$ cat config.mk
export PLATFORM = sky130hd
export DESIGN_NAME = sseg_scan_driver
export DESIGN_NICKNAME = d
export VERILOG_FILES = /design/src/rtl/sseg_pkg.sv /design/src/rtl/sseg_scan_driver_scan_tick_gen.sv /design/src/rtl/sseg_scan_driver.sv
export SDC_FILE = /design/constraint.sdc
export NUM_CORES = 1
export LEC_CHECK = 0
export ABC_AREA = 0
export CAP_MARGIN = 25
export CORE_MARGIN = 1.5
export CORE_UTILIZATION = 50
export CTS_CLUSTER_DIAMETER = 40
export DETAILED_ROUTE_END_ITERATION = 12
export GPL_TIMING_DRIVEN = 0
export HOLD_SLACK_MARGIN = 0.05
export PLACE_DENSITY = 0.78
export SYNTH_ARGS = -nofsm -noshare
export SYNTH_HDL_FRONTEND = slang
export SYNTH_SLANG_ARGS = --single-unit
$ cat constraint.sdc
create_clock -name clk -period 4.1 [get_ports clk]
set_input_delay 0.41 -clock clk [delete_from_list [all_inputs] [get_ports clk]]
set_output_delay 0.41 -clock clk [all_outputs]
set_load 0.05 [all_outputs]
$ cat src/rtl/sseg_pkg.sv
// Shared types, segment encodings and helpers for the seven-segment scan driver.
package sseg_pkg;

  typedef enum logic [1:0] {
    ST_IDLE = 2'd0,
    ST_CONV = 2'd1,
    ST_LOAD = 2'd2
  } state_t;

  // Active-low {dp,g,f,e,d,c,b,a}; dp is held off.
  localparam logic [7:0] SEG_DIGIT [0:9] = '{
    8'hC0, 8'hF9, 8'hA4, 8'hB0, 8'h99,
    8'h92, 8'h82, 8'hF8, 8'h80, 8'h90
  };
  localparam logic [7:0]  SEG_BLANK  = 8'hFF;
  localparam logic [7:0]  SEG_DASH   = 8'hBF;
  localparam logic [13:0] MAX_VALUE  = 14'd9999;
  localparam logic [3:0]  CONV_ITERS = 4'd14;

  function automatic logic [15:0] bcd_add3(input logic [15:0] bcd);
    logic [15:0] r;
    r = bcd;
    for (int i = 0; i < 4; i++) begin
      if (bcd[4*i +: 4] >= 4'd5) r[4*i +: 4] = bcd[4*i +: 4] + 4'd3;
    end
    return r;
  endfunction

  // Digits above the most significant nonzero digit are blanked; 0 keeps digit 0.
  function automatic logic [7:0] digit_seg(input logic [15:0] bcd, input logic over,
                                           input logic [1:0] idx);
    logic [1:0] msd;
    logic [3:0] nib;
    logic [7:0] s;
    msd = 2'd0;
    for (int i = 1; i < 4; i++) begin
      if (bcd[4*i +: 4] != 4'd0) msd = i[1:0];
    end
    nib = bcd[4*idx +: 4];
    s = SEG_BLANK;
    for (int d = 0; d < 10; d++) begin
      if (nib == d[3:0]) s = SEG_DIGIT[d];
    end
    if (over) s = SEG_DASH;
    else if (idx > msd) s = SEG_BLANK;
    return s;
  endfunction

endpackage

$ cat src/rtl/sseg_scan_driver_scan_tick_gen.sv
// Free-running prescaler: one-cycle tick every DIV clocks.
module scan_tick_gen #(
  parameter int DIV = 50000
) (
  input  logic clk,
  input  logic rst,
  output logic tick
);

  localparam int CW = (DIV > 2) ? $clog2(DIV) : 1;

  logic [CW-1:0] r_cnt;

  assign tick = (r_cnt == CW'(DIV - 1));

  always_ff @(posedge clk or posedge rst) begin
    if (rst)       r_cnt <= '0;
    else if (tick) r_cnt <= '0;
    else           r_cnt <= r_cnt + CW'(1);
  end

endmodule

$ cat src/rtl/sseg_scan_driver.sv
// Four-digit multiplexed seven-segment driver with sequential binary-to-BCD conversion.
// Handshake: a write is taken on any clk edge where data_we = 1 and busy = 0; writes while busy = 1 are dropped.
module sseg_scan_driver
  import sseg_pkg::*;
#(
  parameter int SCAN_DIV = 50000
) (
  input  logic        clk,
  input  logic        rst,
  input  logic [13:0] data_in,
  input  logic        data_we,
  output logic        busy,
  output logic [7:0]  seg,
  output logic [3:0]  an,
  output state_t      dbg_state
);

  state_t      r_state;
  logic [13:0] r_shift;
  logic [15:0] r_bcd;
  logic [3:0]  r_iter;
  logic        r_over_pend;
  logic [15:0] r_disp;
  logic        r_over;
  logic [1:0]  r_idx;
  logic [7:0]  r_seg;
  logic [3:0]  r_an;

  logic        w_tick;
  logic [15:0] w_bcd_adj;
  logic [1:0]  w_idx_next;
  logic [15:0] w_disp_next;
  logic        w_over_next;

  scan_tick_gen #(.DIV(SCAN_DIV)) u_tick (
    .clk  (clk),
    .rst  (rst),
    .tick (w_tick)
  );

  // The LOAD value is forwarded so seg reflects the new value on the commit edge.
  always_comb begin
    w_bcd_adj   = bcd_add3(r_bcd);
    w_idx_next  = w_tick ? r_idx + 2'd1 : r_idx;
    w_disp_next = (r_state == ST_LOAD) ? r_bcd : r_disp;
    w_over_next = (r_state == ST_LOAD) ? r_over_pend : r_over;
  end

  always_ff @(posedge clk or posedge rst) begin
    if (rst) begin
      r_state     <= ST_IDLE;
      r_shift     <= '0;
      r_bcd       <= '0;
      r_iter      <= '0;
      r_over_pend <= 1'b0;
    end else begin
      case (r_state)
        ST_IDLE: begin
          if (data_we) begin
            r_state <= ST_CONV;
            r_bcd   <= '0;
            r_iter  <= '0;
            if (data_in > MAX_VALUE) begin
              r_shift     <= '0;
              r_over_pend <= 1'b1;
            end else begin
              r_shift     <= data_in;
              r_over_pend <= 1'b0;
            end
          end
        end
        ST_CONV: begin
          {r_bcd, r_shift} <= {w_bcd_adj[14:0], r_shift, 1'b0};
          r_iter           <= r_iter + 4'd1;
          if (r_iter == CONV_ITERS - 4'd1) r_state <= ST_LOAD;
        end
        ST_LOAD: r_state <= ST_IDLE;
        default: r_state <= ST_IDLE;
      endcase
    end
  end

  always_ff @(posedge clk or posedge rst) begin
    if (rst) begin
      r_disp <= '0;
      r_over <= 1'b0;
      r_idx  <= 2'd0;
      r_seg  <= SEG_DIGIT[0];
      r_an   <= 4'b1110;
    end else begin
      r_disp <= w_disp_next;
      r_over <= w_over_next;
      r_idx  <= w_idx_next;
      r_seg  <= digit_seg(w_disp_next, w_over_next, w_idx_next);
      r_an   <= ~(4'b0001 << w_idx_next);
    end
  end

  assign busy      = (r_state != ST_IDLE);
  assign seg       = r_seg;
  assign an        = r_an;
  assign dbg_state = r_state;

endmodule

**Word-level counts from Yosys, hierarchy flattened**

Index checks and enable logic that the tools add are counted.

- Flip-flop bits (word level): 84
- Bits of input ports: 17
- Output and inout port bits: 15
- Word-level logic and storage cells: 86

- Add/subtract/negate cells: 7
- Order comparisons: 6
- Equality and inequality tests: 15
- Shift operators: 2
- Multiplexer cells: 34
- Bitwise logic cells: 1
- Reduce and logical (&&, ||, !) cells: 10

Operator list:

| kind | count |
|---|---|
| 2-to-1 mux 8 bit | 11 |
| 2-to-1 mux 16 bit | 3 |
| case mux 16 bit (2 select lines) | 1 |
| 2-to-1 mux 14 bit | 2 |
| case mux 14 bit (2 select lines) | 1 |
| adder 16 x 1 -> 16 bit, second input constant | 1 |
| equality test 16 bit, second input constant | 1 |
| equality test 4 x 3 -> 1 bit, second input constant | 4 |
| greater-or-equal comparator 4 x 3 -> 1 bit, second input constant | 4 |
| 2-to-1 mux 4 bit | 4 |
| variable part select 16 x 5 -> 4 bit | 1 |
| greater-than comparator 14 bit, second input constant | 1 |
| adder 4 x 2 -> 4 bit, second input constant | 3 |
| equality test 4 bit, second input constant | 3 |
| nonzero test 4 bit | 3 |
| 2-to-1 mux 2 bit | 5 |
| equality test 4 x 2 -> 1 bit, second input constant | 2 |
| case mux 4 bit (2 select lines) | 1 |
| 2-to-1 mux 6 bit | 1 |
| AND reduction 2 bit | 3 |
| adder 4 x 1 -> 4 bit, second input constant | 1 |
| equality test 4 x 1 -> 1 bit, second input constant | 1 |
| zero test 4 bit | 1 |
| != test 2 bit, second input constant | 2 |
| other kinds (12) | 15 |

**Logic depth before layout (Yosys ltp)**

Gate-level depths: netlist of run 1.

- Word-level depth: 16
- Depth in mapped cells: 14
- Depth with buffers taken out: 12

**Hierarchy**

Synthesis of run 1 repeated with hierarchy kept, for this count alone.

- Cell total of the unflattened synthesis: 398
- Area, all modules: 4093.9 um2

By module, submodules not included:

| module | instances | cells an instance | area an instance (um2) | seq. area each (um2) |
|---|---|---|---|---|
| sseg_scan_driver | 1 | 330 | 3337.0 | 1681.6 |
| scan_tick_gen | 1 | 68 | 757.0 | 400.4 |

**Worst setup path after synthesis of run 1**

No wires, ideal clock.

- Path type: register to register
- Start: register r_state[0] (netlist: dbg_state[0])
- End: register r_seg[4] (netlist: seg[4])
- Setup time: 0.131 ns
- Data arrival time: 3.309 ns
- Data required time: 3.969 ns
- Setup slack: 0.660 ns
- Stages on the path, launching flop included: 14
- Path buffers: 3
- Period minus slack after synthesis: 3.440 ns
- Path through: dfrtp_1 > nand2b_4 > buf_12 > buf_6 > buf_2 > mux2i_1 > inv_1 > or4_1 > nor2_1 > ha_1 > nor2b_1 > o21ai_0 > or2b_2 > or3_1

- Cells in the longest elaborated chain, start to end: 16
- Elaborated cells between the ends (all ways): 33
- Those cells by class: 1 x order compare; 10 x eq/ne; 1 x shift; 17 x mux; 4 x reduce/logical

RTL lines:

| what | RTL line | text |
|---|---|---|
| start: declaration | sseg_scan_driver.sv:18 | `state_t r_state;` |
| start signal: assignment | sseg_scan_driver.sv:51 | `r_state <= ST_IDLE;` |
| start signal: assignment | sseg_scan_driver.sv:60 | `r_state <= ST_CONV;` |
| start signal: assignment | sseg_scan_driver.sv:75 | `if (r_iter == CONV_ITERS - 4'd1) r_state <= ST_LOAD;` |
| equality test 2 bit (*) | sseg_scan_driver.sv:45 | `w_disp_next = (r_state == ST_LOAD) ? r_bcd : r_disp;` |
| 2-to-1 mux 16 bit (*) | sseg_scan_driver.sv:45 |  |
| named net w_disp_next[11] | sseg_scan_driver.sv:32 | `logic [15:0] w_disp_next;` |
| variable part select 16 x 5 -> 4 bit | sseg_pkg.sv:39 | `nib = bcd[4*idx +: 4];` |
| zero test 4 bit | sseg_pkg.sv:42 | `if (nib == d[3:0]) s = SEG_DIGIT[d];` |
| 2-to-1 mux 6 bit | sseg_pkg.sv:42 |  |
| 2-to-1 mux 8 bit (9 in series) | sseg_pkg.sv:42 |  |
| 2-to-1 mux 8 bit (*) | sseg_pkg.sv:45 | `else if (idx > msd) s = SEG_BLANK;` |
| 2-to-1 mux 8 bit (*) | sseg_pkg.sv:44 | `if (over) s = SEG_DASH;` |
| end signal: assignment | sseg_scan_driver.sv:88 | `r_seg <= SEG_DIGIT[0];` |
| end signal: assignment | sseg_scan_driver.sv:94 | `r_seg <= digit_seg(w_disp_next, w_over_next, w_idx_next);` |
| end: declaration | sseg_scan_driver.sv:26 | `logic [7:0] r_seg;` |

Mark *: on every way through the listed nets, which the timed path passes. The rest lies on a longest branch.
A chain may end at the register's enable or synchronous reset.

**Worst setup path in the final report of run 1**

Ends and elaborated chain as after synthesis.

==> reports/qor.csv, run 1 <==
stage;metric;value;unit
critical_path;cell repeated most along the worst path;o21ai_0;
route;# DRC;0;
layout;Finished Layout Cells;556;
synth;Post-synth EDFFs;0;
sta;Achievable Freq;292;MHz
clock_network;Clock Latency Late Sink;350;ps
clock_network;htree depth;3;
synth;top cell type's share of synthesized area;45.5;%
synth;Cells after Synth;404;
sta;Final Hold Vio Count;0;
place;Placer Congestion;0.895;
critical_path;Arr. time, crit path;3650;ps
grt;number of antenna violations at the first check in global routing;0;
synth;Yosys reg bits;83;
sta;post-route clock period utilization;83.5;%
sta;Fin Setup TNS;0;ps
floorplan;Starting Density;52.4;%
critical_path;worst reg-to-reg path cell count;13;
sta;Final setup viols;0;
sta;final count of pins violating max slew;0;
synth;sequential share of the synthesized area;47.9;%
power;clock share of power;18.8;%
power;Switching Share;39.5;%
grt;global-route usage over all layers;21.7;%
power;Pwr Density;621;nW/um2
clock_network;hold_buf cts;0;
place;IO Port Bufs;30;
synth;Async SR Flop Fraction;100;%
grt;pin count of the biggest net entering global routing;47;
critical_path;CP Capture Type;flop;
route;final WL;8960;um
place;cell count after placement;540;
critical_path;Crit Path Max Fanout;10;
route;routed vias;3258;
synth;yosys warns;0;
sta;fin crit period;3420;ps
layout;final net count;476;
grt;gr ovfl total;0;
floorplan;Horiz. Die Dim;96.2;um
synth;leading post-synthesis cells by cell area;dfrtp_1 (45%), nor2_1 (4.6%), ha_1 (3.7%);
job;maxcap violations;0;
layout;Synth-to-Final Area Change;15.0;%
critical_path;reg2reg start;dbg_state[0];
synth;Post-Syn Area;4350;um2
power;Power Total;3.10;mW
clock_network;number of CTS-inserted buffers;9;
critical_path;CP Class;flop to flop;
clock_network;cts repair resizes;0;
floorplan;Die H;96.2;um
route;Iteration-0 DRC Markers;288;
synth;Synth area leader;dfrtp_1;
worst_hold_path;worst hold path type;input pin to asynchronous set/reset pin;
critical_path;crit start category;flop;
layout;antenna cells;0;
floorplan;DIE AREA;9260;um2
layout;most common cell after layout, fill and taps aside;dfrtp_1;
route;vias per cell;5.86;
power;Internal;1.88;mW
layout;Finished Core Util;60.2;%
sta;Worst Tran Pin Value;613;ps
power;maximum vdd drop;253;uV
floorplan;io pins;32;
sta;RSZ-0062 raised after global routing;false;
grt;first-pass GRT wire length;15300;um
critical_path;flop-to-flop setup slack;680;ps
critical_path;Crit path largest cell delay;600;ps
critical_path;Crit Reg-Reg Endpoint;seg[4];
sta;relative slew slack;59.1;%
layout;most frequent cells in the layout;dfrtp_1 (79), nor2_1 (53), clkdlybuf4s50_1 (30);
clock_network;Setup Fix Bufs, Post-CTS;0;
synth;post-synth cell types;60;
power;Net Sw Power;1.22;mW
power;Logic pwr share;40.5;%
synth;syn avg cell area;10.8;um2
sta;Final Skew;14.1;ps
layout;post-route design area;5000;um2
grt;vias in the first global route;3194;
outcome;status;completed;
synth;Post-Syn Nets;434;
place;HPWL after DPL;6330;um
critical_path;CP max-delay cell;or4_1;
floorplan;Core ar.;8300;um2
floorplan;Site Rows;33;
critical_path;Critical Path RT;4330;ps
clock_network;Reg clk slew, reported paths;90;ps
critical_path;worst-path cell chain;nand2b_4, buf_12, buf_6, buf_2, nand2_1, o21ai_0, or4_1, nor2_1, ha_1, nor2b_1, o21ai_0, or2b_2, or3_1;
clock_network;TritonCTS Sinks;83;
route;drt wl/cell;16.1;um
synth;Synth Flop Type;dfrtp_1;
power;Static Leakage;2.19;nW
clock_network;CTS tree;built;
power;register share of total power;40.7;%
place;placed cell areas;4810;um2
clock_network;Root Buffer Master;clkbuf_8;
route;number of routed nets with antenna violations;0;
clock_network;deepest clock path buffer count;2;
route;DRT Pass-1 Iters;6;
layout;layout cells sized above 1;13.5;%
[per-stage QoR]
stage          hold slack, ps  worst slack, ps
2_1_floorplan             425              660
3_3_place_gp              437              315
3_5_place_dp              460              698
4_1_cts                   453              682
5_1_grt                   482              472
6_report                  437              678
[worst max-delay path: cells and delay by family (launching register included)]
family	cells	cell delay, ps
simple gates	7	1850
buf+inv	3	460
flops	1	420
compound gates	2	330
fa+ha+maj	1	240
[power by group through the flow]
stage / combinational, mW / sequential (mW) / clock [mW]
floorplan: 0.876 / 1.29 / 0
global placement: 1.19 / 1.26 / 0
detailed placement: 1.24 / 1.27 / 0
CTS: 1.25 / 1.26 / 0.593
global route: 1.40 / 1.29 / 0.629
finish: 1.26 / 1.26 / 0.583
[sequential cells by signal (all words and copies together), names as in the netlist]
register,cells
r_idx,2
r_shift,14
seg,7
r_iter,4
r_disp,16
r_over,1
dbg_state,2
r_over_pend,1
an,4
u_tick.r_cnt,16
r_bcd,16
[logic make-up (layout without fill, tap and decap cells)]
family                   Yosys count  in the layout  share of synthesized area (%)
adder cells (fa/ha/maj)           13             13                           3.74
other                              1              1                         0.0863
AO/OA/AOI/OAI                     86             86                           15.4
XOR/XNOR                          24             24                           5.27
flip-flops                        83             83                           47.9
multiplexers                      20             20                           7.25
buffers and inverters             37             84                           4.23
AND/OR/NAND/NOR                  140            140                           16.1
[cells in the mapped netlist (2+ instances only)]
| cell | number |
|---|---|
| o21ai_0 | 27 |
| nor4_1 | 2 |
| a221oi_1 | 12 |
| inv_2 | 2 |
| buf_6 | 3 |
| a32o_1 | 4 |
| a22oi_1 | 2 |
| and3_1 | 7 |
| nor2b_1 | 4 |
| nor3_1 | 2 |
| dfstp_2 | 4 |
| xor2_1 | 13 |
| a221oi_2 | 6 |
| nand2b_1 | 6 |
| o32ai_1 | 2 |
| or4_1 | 2 |
| ha_1 | 13 |
| clkbuf_1 | 11 |
| mux2i_1 | 3 |
| a21oi_1 | 14 |
| nand3_1 | 19 |
| o31ai_1 | 5 |
| dfrtp_1 | 79 |
| inv_1 | 16 |
| nor2_1 | 53 |
| buf_2 | 2 |
| a31oi_1 | 3 |
| xnor2_1 | 10 |
| o32ai_4 | 2 |
| mux4_2 | 7 |
| mux2_2 | 8 |
| nand2_1 | 29 |
| and2_1 | 5 |
[layer usage]
metal / GRT usage (%) / vias up / share of wire (%)
met5: 0 / - / 0
met4: 9.44 / 0 / 1.6
met3: 3.16 / 11 / 3.6
met2: 34.4 / 86 / 49
met1: 29.6 / 1629 / 46
li1: - / 1532 / -
[how the worst max path moves through the flow]
stage	to	start	cells past startpoint
2_1_floorplan	seg[4]	dbg_state[0]	13
3_3_place_gp	r_disp[7]	rst	2
3_5_place_dp	seg[4]	dbg_state[0]	13
4_1_cts	seg[4]	dbg_state[0]	13
5_1_grt	seg[4]	dbg_state[0]	13
6_report	seg[4]	dbg_state[0]	13
[area by class of cell]
type,instances,area [um2]
timing repair buffer,31,328
clock inverter,3,40.0
multi-input combinational,284,2080
fill,683,3300
buffer,19,116
sequential,83,2080
tap,105,131
inverter,18,70.1
clock buffer,13,149
Power figures use the tool's default switching activity.
==> run 2, diff against run 1 <==
clock period = 3.2 ns   (was 4.1 ns; I/O delays follow)
==> run 2 against run 1 <==
Compared with the run above:
- first-iteration DRC count shrank 14%
- sequential power grew 29%
- power is 33% higher
- worst setup slack lost 600 ps
- hold slack lost 140 ps
- die area did not move
- final cell count rose by 2.2%
- clock power rose by 46%
- maximum frequency rose by 9.5%
- register-to-register slack worse by 600 ps
- final area up 4.6%
- combinational power grew 32%
- critical path type unchanged
- critical endpoint unchanged
==> reports/qor.csv, run 2 (synthesis results as in run 1) <==
stage;metric;value;unit
route;routed vias;3328;
power;Pwr Density;792;nW/um2
sta;Achievable Freq;320;MHz
floorplan;Die H;96.2;um
power;maximum vdd drop;293;uV
clock_network;deepest clock path buffer count;2;
route;# DRC;0;
critical_path;worst-path cell chain;nand2b_4, buf_12, buf_12, mux2_4, or4_4, nor2_4, ha_4, nor2b_2, o21ai_2, or2b_4, or3_1;
critical_path;CP Capture Type;flop;
critical_path;Critical Path RT;3440;ps
sta;relative slew slack;60.2;%
route;vias per cell;5.86;
layout;most frequent cells in the layout;dfrtp_1 (77), nor2_1 (52), clkdlybuf4s50_1 (30);
critical_path;Crit Reg-Reg Endpoint;seg[4];
route;number of routed nets with antenna violations;0;
clock_network;CTS tree;built;
floorplan;Core ar.;8300;um2
critical_path;Arr. time, crit path;3370;ps
layout;Finished Layout Cells;568;
grt;gr ovfl total;0;
layout;final net count;488;
sta;post-route clock period utilization;97.6;%
sta;Final setup viols;0;
grt;number of antenna violations at the first check in global routing;0;
route;final WL;9620;um
outcome;status;completed;
critical_path;worst reg-to-reg path cell count;11;
sta;Worst Tran Pin Value;597;ps
layout;area of the multi-input gates;2140;um2
critical_path;Crit path largest cell delay;580;ps
power;Static Leakage;2.28;nW
critical_path;flop-to-flop setup slack;80;ps
critical_path;Crit Path Max Fanout;7;
job;maxcap violations;0;
grt;first-pass GRT wire length;15600;um
critical_path;CP Class;flop to flop;
sta;Fin Setup TNS;0;ps
place;Placer Congestion;0.883;
floorplan;DIE AREA;9260;um2
critical_path;CP max-delay cell;or4_4;
layout;most common cell after layout, fill and taps aside;dfrtp_1;
sta;final count of pins violating max slew;0;
place;cell count after placement;540;
layout;filler instances;610;
critical_path;cell repeated most along the worst path;buf_12;
clock_network;Clock Latency Late Sink;360;ps
sta;fin crit period;3120;ps
clock_network;htree depth;3;
clock_network;TritonCTS Sinks;83;
layout;layout cells sized above 1;18.6;%
sta;Final Skew;10.8;ps
clock_network;hold_buf cts;0;
clock_network;Reg clk slew, reported paths;90;ps
grt;pin count of the biggest net entering global routing;56;
layout;register area;2080;um2
critical_path;crit start category;flop;
sta;worst setup margin;75.4;ps
floorplan;Horiz. Die Dim;96.2;um
layout;Finished Core Util;63.0;%
layout;Top Registers;r_bcd x16, r_disp x16, u_tick.r_cnt x16;
sta;Final Hold Vio Count;0;
grt;vias in the first global route;3196;
clock_network;Root Buffer Master;clkbuf_8;
critical_path;reg2reg start;dbg_state[0];
place;worst slack at placement;-148;ps
route;Iteration-0 DRC Markers;249;
clock_network;number of CTS-inserted buffers;9;
layout;antenna cells;0;
layout;Synth-to-Final Area Change;20.2;%
sta;Hold WS;301;ps
grt;global-route usage over all layers;22.4;%
route;DRT Pass-1 Iters;5;
worst_hold_path;worst hold path type;input pin to asynchronous set/reset pin;
floorplan;Site Rows;33;
place;IO Port Bufs;30;
floorplan;io pins;32;
floorplan;Starting Density;52.4;%
route;drt wl/cell;16.9;um
place;HPWL after DPL;6660;um
## run 2: cell count changes in the layout (fill, tap and decap cells not counted), sizes merged
cell | previous run | this run
buf | 9 | 20
bufinv | 1 | 2
clkinv | 2 | 1
clkinvlp | 0 | 1
## run 2: timing repair
action                                  4_1_cts  5_1_grt
endpoints found under the setup margin        4        5
pin swaps                                     1        5
setup buffers                                 1       10
cloned                                        0        1
gates resized for setup                       4       14
endpoints found under the hold margin         0        0
## run 2: worst max-delay path by stage
stage / start / end / slack (ps) / cells after the start
2_1_floorplan: dbg_state[0] / seg[4] / 4 / 13
3_3_place_gp: rst / dbg_state[0] / -760 / 2
3_5_place_dp: dbg_state[0] / seg[4] / -150 / 13
4_1_cts: dbg_state[0] / seg[4] / 10 / 13
5_1_grt: dbg_state[0] / seg[4] / -20 / 11
6_report: dbg_state[0] / seg[4] / 80 / 11
## run 2: final cells by class
class	instances	share of cell area, %
Sequential cell	83	39.9
Buffer	19	2.51
Tap cell	105	2.51
Multi-Input combinational cell	284	41.0
Timing Repair Buffer	43	8.33
Clock buffer	12	2.97
Inverter	18	1.34
Clock inverter	4	1.39
## run 2: critical path, delay by kind of cell, from the launching register on
family	cells	cell delay (ps)
buffers and inverters	2	280
adders and majority gates	1	210
and+or+nand+nor	6	1640
DFF	1	400
AOI/OAI and AO/OA	1	170
muxes	1	310
## run 2: layer usage
| metal | part of all wire [%] | vias to the layer above | track usage, % |
|---|---|---|---|
| li1 | - | 1552 | - |
| met5 | 0 | - | 0 |
| met4 | 2.0 | 0 | 9.93 |
| met1 | 45 | 1676 | 29.7 |
| met2 | 50 | 82 | 36.2 |
| met3 | 3.6 | 18 | 3.71 |
## run 2: stage by stage
step                      power (mW)  area (um2)
after floorplan                 2.79        4350
after global placement          3.15        4780
after detailed placement        3.25        4810
after CTS                       4.11        5060
after global routing            4.43        5230
final                           4.14        5230
## run 2: where the power goes
group          switching, mW  internal, mW
combinational          0.968         0.695
sequential             0.261          1.36
clock                  0.371         0.481
==> edit: new RTL, settings of run 2 <==
Remove the register `r_an`: a continuous assignment takes its place, so the output `an` follows one clock earlier.
--- a/src/rtl/sseg_scan_driver.sv
+++ b/src/rtl/sseg_scan_driver.sv
@@ -87,5 +87,4 @@
       r_idx  <= 2'd0;
       r_seg  <= SEG_DIGIT[0];
-      r_an   <= 4'b1110;
     end else begin
       r_disp <= w_disp_next;
@@ -93,7 +92,8 @@
       r_idx  <= w_idx_next;
       r_seg  <= digit_seg(w_disp_next, w_over_next, w_idx_next);
-      r_an   <= ~(4'b0001 << w_idx_next);
     end
   end
+
+  assign r_an = ~(4'b0001 << w_idx_next);
 
   assign busy      = (r_state != ST_IDLE);
Function: no difference found for any inputs over 10 cycles, from zero or initial values and one cycle with rst high; that may be too few to reach the edited logic, so the function may still have changed.
==> edit against run 2 <==
Final cell count decreased by 2.1%; setup slack better by 0.11 ns; global-route usage fell by 1.7 points; sequential cell count is 4 lower; area after synthesis decreased by 6.7%; synthesized cell count is 0.74% higher; count of clock-buffer cells in the layout fell by 1; design area fell by 9.4%; clock power fell by 15%; power down 10%; sequential power decreased by 6%; first-iteration DRC count shrank 59%; clock skew decreased by 0.0032 ns; routed wire length fell by 13%; critical path type unchanged; largest power group is now registers; highest routed layer unchanged.
==> edit: results (changes against run 2) <==
[status]
status = finished clean  ; unchanged

[grt]
grt_pass1_vias = 3125  ; was 3196
grt_max_degree = 57  ; was 56
grt_pass1_wl_um = 14200  ; was 15600 um
grtUsageTotal = 0.208  ; was 0.224
antenna_found_initial = 0  ; unchanged

[synthesis]
synth_common_cells = 78 x dfrtp_1, 43 x nor2_1, 31 x nand2_1  ; was 79 x dfrtp_1, 53 x nor2_1, 29 x nand2_1
syn_nets = 437  ; was 434
yosysUniqueCellTypes = 55  ; was 60
synthTopCellsByArea = dfrtp_1 48%, ha_1 4.0%, nor2_1 4.0%, o21ai_0 3.6%, mux2i_1 3.5%  ; was dfrtp_1 45%, nor2_1 4.6%, ha_1 3.7%, mux4_2 3.6%, o21ai_0 3.1%
yosysSeqAreaShare = 0.488  ; was 0.479

[timing]
worstMarginPinSlew_ns = 0.532  ; was 0.597 ns
finClkSkew_ns = 0.00760  ; was 0.0108 ns
finalSetupViolations = 0  ; unchanged

[placement]
hpwl_um = 5940  ; was 6660 um
gp_congestion = 0.816  ; was 0.883
placed_area_mm2 = 0.00451  ; was 0.00481 mm2

[route]
drt-pass1-iter-count = 4  ; was 5
drtIter0Drc = 102  ; was 249
detail_route.wl_per_cell_um = 15.0  ; was 16.9 um
num_vias = 3152  ; was 3328

[pwr]
vdd_drop_max_mv = 0.591  ; was 0.293 mV
p_leak_nw = 2.20  ; was 2.28 nW

[hold_path]
worstHoldPathType = in2async  ; unchanged

[cells_and_area]
largest_registers = r_bcd: 16 flops, r_disp: 16 flops, u_tick.r_cnt: 16 flops  ; unchanged
drive_above_1_share = 0.108  ; was 0.186
final_nets = 479  ; was 488
num_antenna_cells = 0  ; unchanged

[critical_path]
path_class = reg2reg  ; unchanged
crit_path_max_fanout = 10  ; was 7
worst_ep_arrival_time_ns = 3.24  ; was 3.37 ns

==> edit: cell types whose count changed after synthesis, moves of 5 or more <==
cell,delta
a221oi_2,-6
inv_1,+5
mux2i_1,+11
mux4_2,-7
nand2b_1,+6
nor2_1,-10
==> edit: through the flow <==
| stage | power [mW] | TNS [ns] | std cells | setup WS (ns) | util |
|---|---|---|---|---|---|
| floorplan | 2.59 | 0 | 407 | 0.0173 | - |
| global placement | 2.91 | -33.54 | 539 | -0.666 | 0.574 |
| detailed placement | 2.99 | -1.14 | 540 | -0.224 | 0.578 |
| CTS | 3.73 | 0 | 556 | 0.0190 | 0.605 |
| global route | 4.00 | 0 | 556 | 0.00956 | 0.606 |
| finish | 3.72 | 0 | 556 | 0.185 | 0.606 |
==> edit: metal layers <==
layer  global-route usage  wire, um  vias up
met2                0.350      4030       69
met4               0.0909       101        0
met1                0.264      3950     1550
met3               0.0333       243       12
met5                    0         0        -
li1                     -         -     1521
==> edit: worst paths after layout <==
path / endpoint / slack (ns) / cells after the start
max: seg[5]$_DFF_PP0_ / 0.19 / 12
min: r_iter[0]$_DFFE_PP0P_ / 0.30 / 2
max reg2reg: seg[5]$_DFF_PP0_ / 0.19 / 12
min reg2reg: u_tick.r_cnt[0]$_DFF_PP0_ / 0.47 / 1
max in group asynchronous: seg[6]$_DFF_PP1_ / 2.28 / 3
min in group clk: u_tick.r_cnt[0]$_DFF_PP0_ / 0.47 / 1
==> edit: critical path: stages (launching register included) <==
cell      delay, ns
dfrtp_2        0.41
nand2b_1       0.15
buf_4          0.21
buf_6          0.18
mux2i_2        0.26
inv_1          0.10
or4_1          0.55
nor2_1         0.13
ha_1           0.24
nor2b_1        0.14
o21ai_2        0.15
nand2b_1       0.12
a221o_1        0.27
==> edit: report_power, final <==
group	total (mW)	switching [mW]	internal, mW
combinational	1.47	0.877	0.597
sequential	1.52	0.221	1.30
clock	0.727	0.366	0.361
total	3.72	1.46	2.26
==> edit: cell type report <==
type	count	area [um2]
fill	666	3070
sequential	79	1980
multi-input combinational	286	1930
timing repair buffer	31	320
clock buffer	11	131
tap	102	128
buffer	20	96.3
inverter	22	86.3
clock inverter	5	58.8
==> edit: repair_timing <==
| item | in CTS | in global routing |
|---|---|---|
| buffers inserted | 0 | 0 |
| pin swaps | 0 | 1 |
| endpoints found under the setup margin | 10 | 9 |
| resized for setup | 15 | 8 |
==> edit: cell families after synthesis <==
kind of cell,count (synthesis),share of synthesized area
and+or+nand+nor,145,0.186
AOI/OAI and AO/OA,88,0.151
DFF,79,0.488
buffers and inverters,42,0.0420
muxes,20,0.0512
xor gates and xnor gates,19,0.0410
adders and majority gates,13,0.0401
other,1,0.000925
